**config.mk**
```make
export PLATFORM = sky130hd
export DESIGN_NAME = serial_frame_arbiter
export DESIGN_NICKNAME = d
export VERILOG_FILES = /design/src/rtl/serial_frame_arbiter.sv
export SDC_FILE = /design/constraint.sdc
export NUM_CORES = 1
export LEC_CHECK = 0
export ABC_AREA = 1
export CORE_MARGIN = 3
export CORE_UTILIZATION = 46
export DETAILED_ROUTE_END_ITERATION = 10
export PLACE_DENSITY = 0.84
export SLEW_MARGIN = 25
export SYNTH_ARGS = -nofsm -noshare
export SYNTH_HDL_FRONTEND = slang
export SYNTH_SLANG_ARGS = --single-unit
```
**constraint.sdc**
```tcl
create_clock -name clk -period 2.63 [get_ports clk]
set_input_delay 0.526 -clock clk [delete_from_list [all_inputs] [get_ports clk]]
set_output_delay 0.526 -clock clk [all_outputs]
set_load 0.05 [all_outputs]
```
**src/rtl/serial_frame_arbiter.sv**
```systemverilog
// Round-robin arbiter that picks one of four requesters per frame and serialises it as
// start bit, 2-bit port, 4-bit count, payload (LSB first) and an idle-high gap.
module serial_frame_arbiter #(
    parameter int GAP_BITS = 1,
    parameter int DATA_W   = 15
) (
    input  logic                clk,
    input  logic                rst_n,
    input  logic                clk_en,
    input  logic [3:0]          req,
    input  logic [15:0]         len_flat,
    input  logic [4*DATA_W-1:0] data_flat,
    output logic                serout,
    output logic [3:0]          gnt,
    output logic                busy,
    output logic                done
);

    typedef enum logic [2:0] {
        IDLE  = 3'd0,
        START = 3'd1,
        PORT  = 3'd2,
        CNT   = 3'd3,
        DATA  = 3'd4,
        GAP   = 3'd5
    } state_t;

    localparam logic [3:0] LAST_GAP = 4'(GAP_BITS - 1);

    state_t              r_state;
    logic [1:0]          r_rrPtr;
    logic [1:0]          r_winner;
    logic [3:0]          r_len;
    logic [3:0]          r_bitCnt;
    logic [DATA_W-1:0]   r_shift;

    logic [1:0]          w_pick;
    logic                w_anyReq;
    logic                w_grant;
    logic [3:0]          w_lenSel;
    logic [DATA_W-1:0]   w_dataSel;

    // Scan from the farthest offset down so the nearest set request at/after the pointer wins.
    always_comb begin
        w_pick   = r_rrPtr;
        w_anyReq = 1'b0;
        for (int k = 3; k >= 0; k--) begin
            if (req[r_rrPtr + 2'(k)]) begin
                w_pick   = r_rrPtr + 2'(k);
                w_anyReq = 1'b1;
            end
        end
    end

    always_comb begin
        w_lenSel  = len_flat[3:0];
        w_dataSel = data_flat[DATA_W-1:0];
        case (w_pick)
            2'd0: begin
                w_lenSel  = len_flat[3:0];
                w_dataSel = data_flat[0*DATA_W +: DATA_W];
            end
            2'd1: begin
                w_lenSel  = len_flat[7:4];
                w_dataSel = data_flat[1*DATA_W +: DATA_W];
            end
            2'd2: begin
                w_lenSel  = len_flat[11:8];
                w_dataSel = data_flat[2*DATA_W +: DATA_W];
            end
            default: begin
                w_lenSel  = len_flat[15:12];
                w_dataSel = data_flat[3*DATA_W +: DATA_W];
            end
        endcase
    end

    // Grant is asserted in the deciding cycle so requesters see it at the same edge the frame starts.
    assign w_grant = rst_n && (r_state == IDLE) && clk_en && w_anyReq;
    assign gnt     = w_grant ? (4'b0001 << w_pick) : 4'b0000;
    assign busy    = (r_state != IDLE);
    assign done    = clk_en && (r_state == GAP) && (r_bitCnt == LAST_GAP);

    always_comb begin
        serout = 1'b1;
        case (r_state)
            IDLE:    serout = 1'b1;
            START:   serout = 1'b0;
            PORT:    serout = r_bitCnt[0] ? r_winner[0] : r_winner[1];
            CNT:     serout = r_len[2'd3 - r_bitCnt[1:0]];
            DATA:    serout = r_shift[0];
            GAP:     serout = 1'b1;
            default: serout = 1'b1;
        endcase
    end

    always_ff @(posedge clk or negedge rst_n) begin
        if (!rst_n) begin
            r_state  <= IDLE;
            r_rrPtr  <= 2'd0;
            r_winner <= 2'd0;
            r_len    <= 4'd0;
            r_bitCnt <= 4'd0;
            r_shift  <= '0;
        end else if (clk_en) begin
            case (r_state)
                IDLE: begin
                    if (w_anyReq) begin
                        r_winner <= w_pick;
                        r_len    <= w_lenSel;
                        r_shift  <= w_dataSel;
                        r_rrPtr  <= w_pick + 2'd1;
                        r_bitCnt <= 4'd0;
                        r_state  <= START;
                    end
                end
                START: begin
                    r_bitCnt <= 4'd0;
                    r_state  <= PORT;
                end
                PORT: begin
                    if (r_bitCnt == 4'd1) begin
                        r_bitCnt <= 4'd0;
                        r_state  <= CNT;
                    end else begin
                        r_bitCnt <= r_bitCnt + 4'd1;
                    end
                end
                CNT: begin
                    if (r_bitCnt == 4'd3) begin
                        r_bitCnt <= 4'd0;
                        r_state  <= (r_len != 4'd0) ? DATA : GAP;
                    end else begin
                        r_bitCnt <= r_bitCnt + 4'd1;
                    end
                end
                DATA: begin
                    r_shift <= r_shift >> 1;
                    if (r_bitCnt == r_len - 4'd1) begin
                        r_bitCnt <= 4'd0;
                        r_state  <= GAP;
                    end else begin
                        r_bitCnt <= r_bitCnt + 4'd1;
                    end
                end
                GAP: begin
                    if (r_bitCnt == LAST_GAP) begin
                        r_bitCnt <= 4'd0;
                        r_state  <= IDLE;
                    end else begin
                        r_bitCnt <= r_bitCnt + 4'd1;
                    end
                end
                default: begin
                    r_bitCnt <= 4'd0;
                    r_state  <= IDLE;
                end
            endcase
        end
    end

endmodule

```
==> run_results.csv <==
group,metric,value,unit
global_route,met1_usage,0.329,
die,initial_core_util,0.492,
critical_path,worst_setup_path_end_kind,"register",
global_route,grt_pass1_wl,14.1,mm
critical_path,crit_path_start,"r_rrPtr[0]",
global_route,grt_busiest_layer,"met2",
cells_and_area,drive_above_1_share,0.227,
synthesis,yosysWarnings,0,
sta,fin_hold_ws,0.488,ns
die,core,5300,sq um
die,die-area,6600,sq um
drt,drc,0,
cells_and_area,design_area,4200,sq um
cells_and_area,nets,642,
critical_path,crit_fanout,7,
worst_hold_path,hold_path.class,"reg2reg",
clock_tree,clock_path_buffers,2,
sta,period_needed,2.78,ns
job,drv_cap,0,
power,power.total,6.04,mW
die,pin_count,90,
clock_tree,cts_sinks,30,
clock_tree,clk_pin_slew,0.07,ns
sta,finalHoldViolCount,0,
global_route,grt_max_degree,31,
critical_path,required,2.80,ns
place,dp_hpwl,6.57,mm
synthesis,synth_area,2610,sq um
critical_path,crit_type,"reg2reg",
cells_and_area,final_util,0.792,
cells_and_area,fin_cells,621,
sta,rsz0062_at_grt,"yes",
synthesis,synth-seq-cells,30,
die,rows,26,
drt,routed_via_density,5.72,
synthesis,syn_inst,434,
clock_tree,insertion_delay,0.29,ns
critical_path,path_common_cell,"nand2_1",
die,die_h,81.3,microns
worst_hold_path,min_from,"r_shift[6]",
drt,drt-initial-drc-count,269,
critical_path,worst_setup_path_start_kind,"register",
clock_tree,cts_tree,"done",
drt,routed-via-count,3550,
status,status,"finished, violations left",
sta,relSlewSlack,0.609,
place,gp_congestion,0.977,
drt,ant_nets,0,
critical_path,cp_slowest_cell,"dfrtp_2",
die,dieWidth,81.3,microns
critical_path,rr_startpoint,"r_rrPtr[0]",
sta,finalCritPeriodShare,1.06,
synthesis,syn_area_per_cell,6.01,sq um
global_route,grt_pass1_vias,3182,
place,place_inst,603,
clock_tree,htreeDepth,2,
drt,drt-total-wl,10.1,mm
synthesis,ys_seq_area_frac,0.288,
global_route,grt-ovfl-total,0,
sta,tightest_slew,0.587,ns
sta,setup_viol,13,
sta,setup_tns,-0.808,ns
global_route,grt.total_usage,0.273,
place,post-place-ws,-0.392,ns
status,violations,"negative setup slack",
sta,skew,0.00806,ns
sta,drv_slew,0,
critical_path,max_stage_delay,0.48,ns
drt,drt_pre_antenna_iters,6,
global_route,grt_use_met2,0.481,
synthesis,synth.net_count,526,
power,power.leakage,2.02,nW
power,power_per_cell_area,1440,nW/um^2
cells_and_area,syn_to_final_growth,61.2,%
sta,max_freq,360,MHz
critical_path,path_cells,"buf_6 -> nand2_1 -> nand2_2 -> nand2_2 -> nand2_1 -> nand2_1 -> nand2_1 -> nand2_1 -> nand3_2 -> nand2_4 -> inv_2 -> buf_4 -> ha_2 -> clkinv_1 -> buf_4 -> o21ai_1 -> o21ai_0 -> nand3_1 -> nand2_1",
clock_tree,cts-root-buf,"clkbuf_8",
global_route,met3_usage,0.0588,
drt,wl_per_cell,16.2,microns
clock_tree,cts_made_buffers,5,
cells_and_area,diodes,0,
place,port_buffers,89,
power,ir_drop,1.09,mV
critical_path,arrival,2.95,ns
place,dpl_cell_area,3780,sq um
sta,setup_ws,-0.145,ns
global_route,grt_antenna_before_repair,0,
synthesis,synth_cell_types,30,
logic make-up (layout without fill, tap and decap cells):
logic type / after synthesis / count (layout) / synth area share
simple gates: 268 / 268 / 0.428
compound gates: 67 / 67 / 0.136
buf+inv: 57 / 174 / 0.0941
flops: 30 / 30 / 0.288
fa+ha+maj: 9 / 9 / 0.0432
xor+xnor: 3 / 3 / 0.0101
layout make-up:
class	count	area [sq um]
Timing Repair Buffer	127	1250
Clock buffer	6	82.6
Sequential cell	30	754
Tap cell	70	87.6
Fill cell	347	1100
Multi-Input combinational cell	347	1850
Inverter	39	156
Clock inverter	2	12.5
power by group:
part / total, mW / internal (mW) / switching [mW]
clock: 0.404 / 0.210 / 0.194
combinational: 4.78 / 1.94 / 2.84
sequential: 0.858 / 0.669 / 0.189
total: 6.04 / 2.82 / 3.22
path summary, 6_finish.rpt:
kind                          endpoint  slack [ns]  cells past startpoint
max                        r_shift[12]       -0.15                     19
min                         r_shift[6]        0.49                      2
max reg2reg                r_shift[12]       -0.15                     19
min reg2reg                 r_shift[6]        0.49                      2
max in group asynchronous   r_rrPtr[0]        1.57                      2
min in group asynchronous   r_shift[0]        0.76                      2
critical path, delay by kind of cell, from the launching register on:
family                   cells  cell delay [ns]
AND/OR/NAND/NOR             11             0.87
buffers and inverters        5             0.69
flip-flops                   1             0.48
AO/OA/AOI/OAI                2             0.37
adder cells (fa/ha/maj)      1             0.21
flip-flops by register name, indices dropped and copies added, names as in the netlist:
| signal | flops |
|---|---|
| r_bitCnt | 4 |
| r_shift | 15 |
| r_len | 4 |
| r_rrPtr | 2 |
| r_state | 3 |
| r_winner | 2 |
layer usage:
metal,vias up,part of all wire
met5,-,0
met4,0,0.055
met3,57,0.098
met2,255,0.48
met1,1610,0.36
li1,1628,-
cell usage in the layout (no fill, tap or decap), types with 2 or more instances in the layout:
cell type | Yosys | routed
ha_4 | 0 | 2
a21oi_1 | 21 | 16
nand3_1 | 53 | 46
ha_1 | 9 | 4
o21ai_2 | 0 | 6
nand2_4 | 2 | 8
o21ai_0 | 33 | 18
o21ai_1 | 4 | 13
xor2_1 | 3 | 3
ha_2 | 0 | 3
o211ai_1 | 2 | 2
dlygate4sd2_1 | 0 | 4
buf_12 | 0 | 6
nand3b_1 | 2 | 2
clkbuf_8 | 0 | 6
buf_4 | 4 | 32
clkdlybuf4s50_1 | 0 | 79
nand3_2 | 0 | 6
dfrtp_1 | 30 | 27
dfrtp_2 | 0 | 3
nand2_1 | 182 | 158
nor2_1 | 20 | 16
buf_6 | 1 | 6
inv_1 | 35 | 29
a21oi_2 | 0 | 5
nor2_2 | 3 | 3
inv_2 | 2 | 6
inv_4 | 1 | 2
nor2_4 | 0 | 4
nand2_2 | 3 | 21
a31oi_1 | 4 | 4
cell usage after synthesis (all sizes together):
master / n / area, sq um
a21oi: 21 / 105
a311oi: 1 / 8.76
a31oi: 4 / 25.0
buf: 11 / 70.1
clkbuf: 7 / 26.3
clkinv: 1 / 3.75
dfrtp: 30 / 751
ha: 9 / 113
inv: 38 / 145
nand2: 187 / 724
nand3: 53 / 265
nand3b: 2 / 15.0
nor2: 23 / 93.8
nor3: 1 / 5.00
nor4: 1 / 6.26
o2111ai: 1 / 8.76
o211ai: 2 / 15.0
o21a: 1 / 7.51
o21ai: 37 / 185
or2: 1 / 6.26
xor2: 3 / 26.3
what timing repair did:
item / in CTS / in global routing
endpoints found under the hold margin: 0 / 0
buffers inserted: 5 / 5
resized for setup: 26 / 70
setup endpoints to repair: 15 / 21
pin swaps: 14 / 21
hold buffers: 0 / 0
Power figures use the tool's default switching activity.
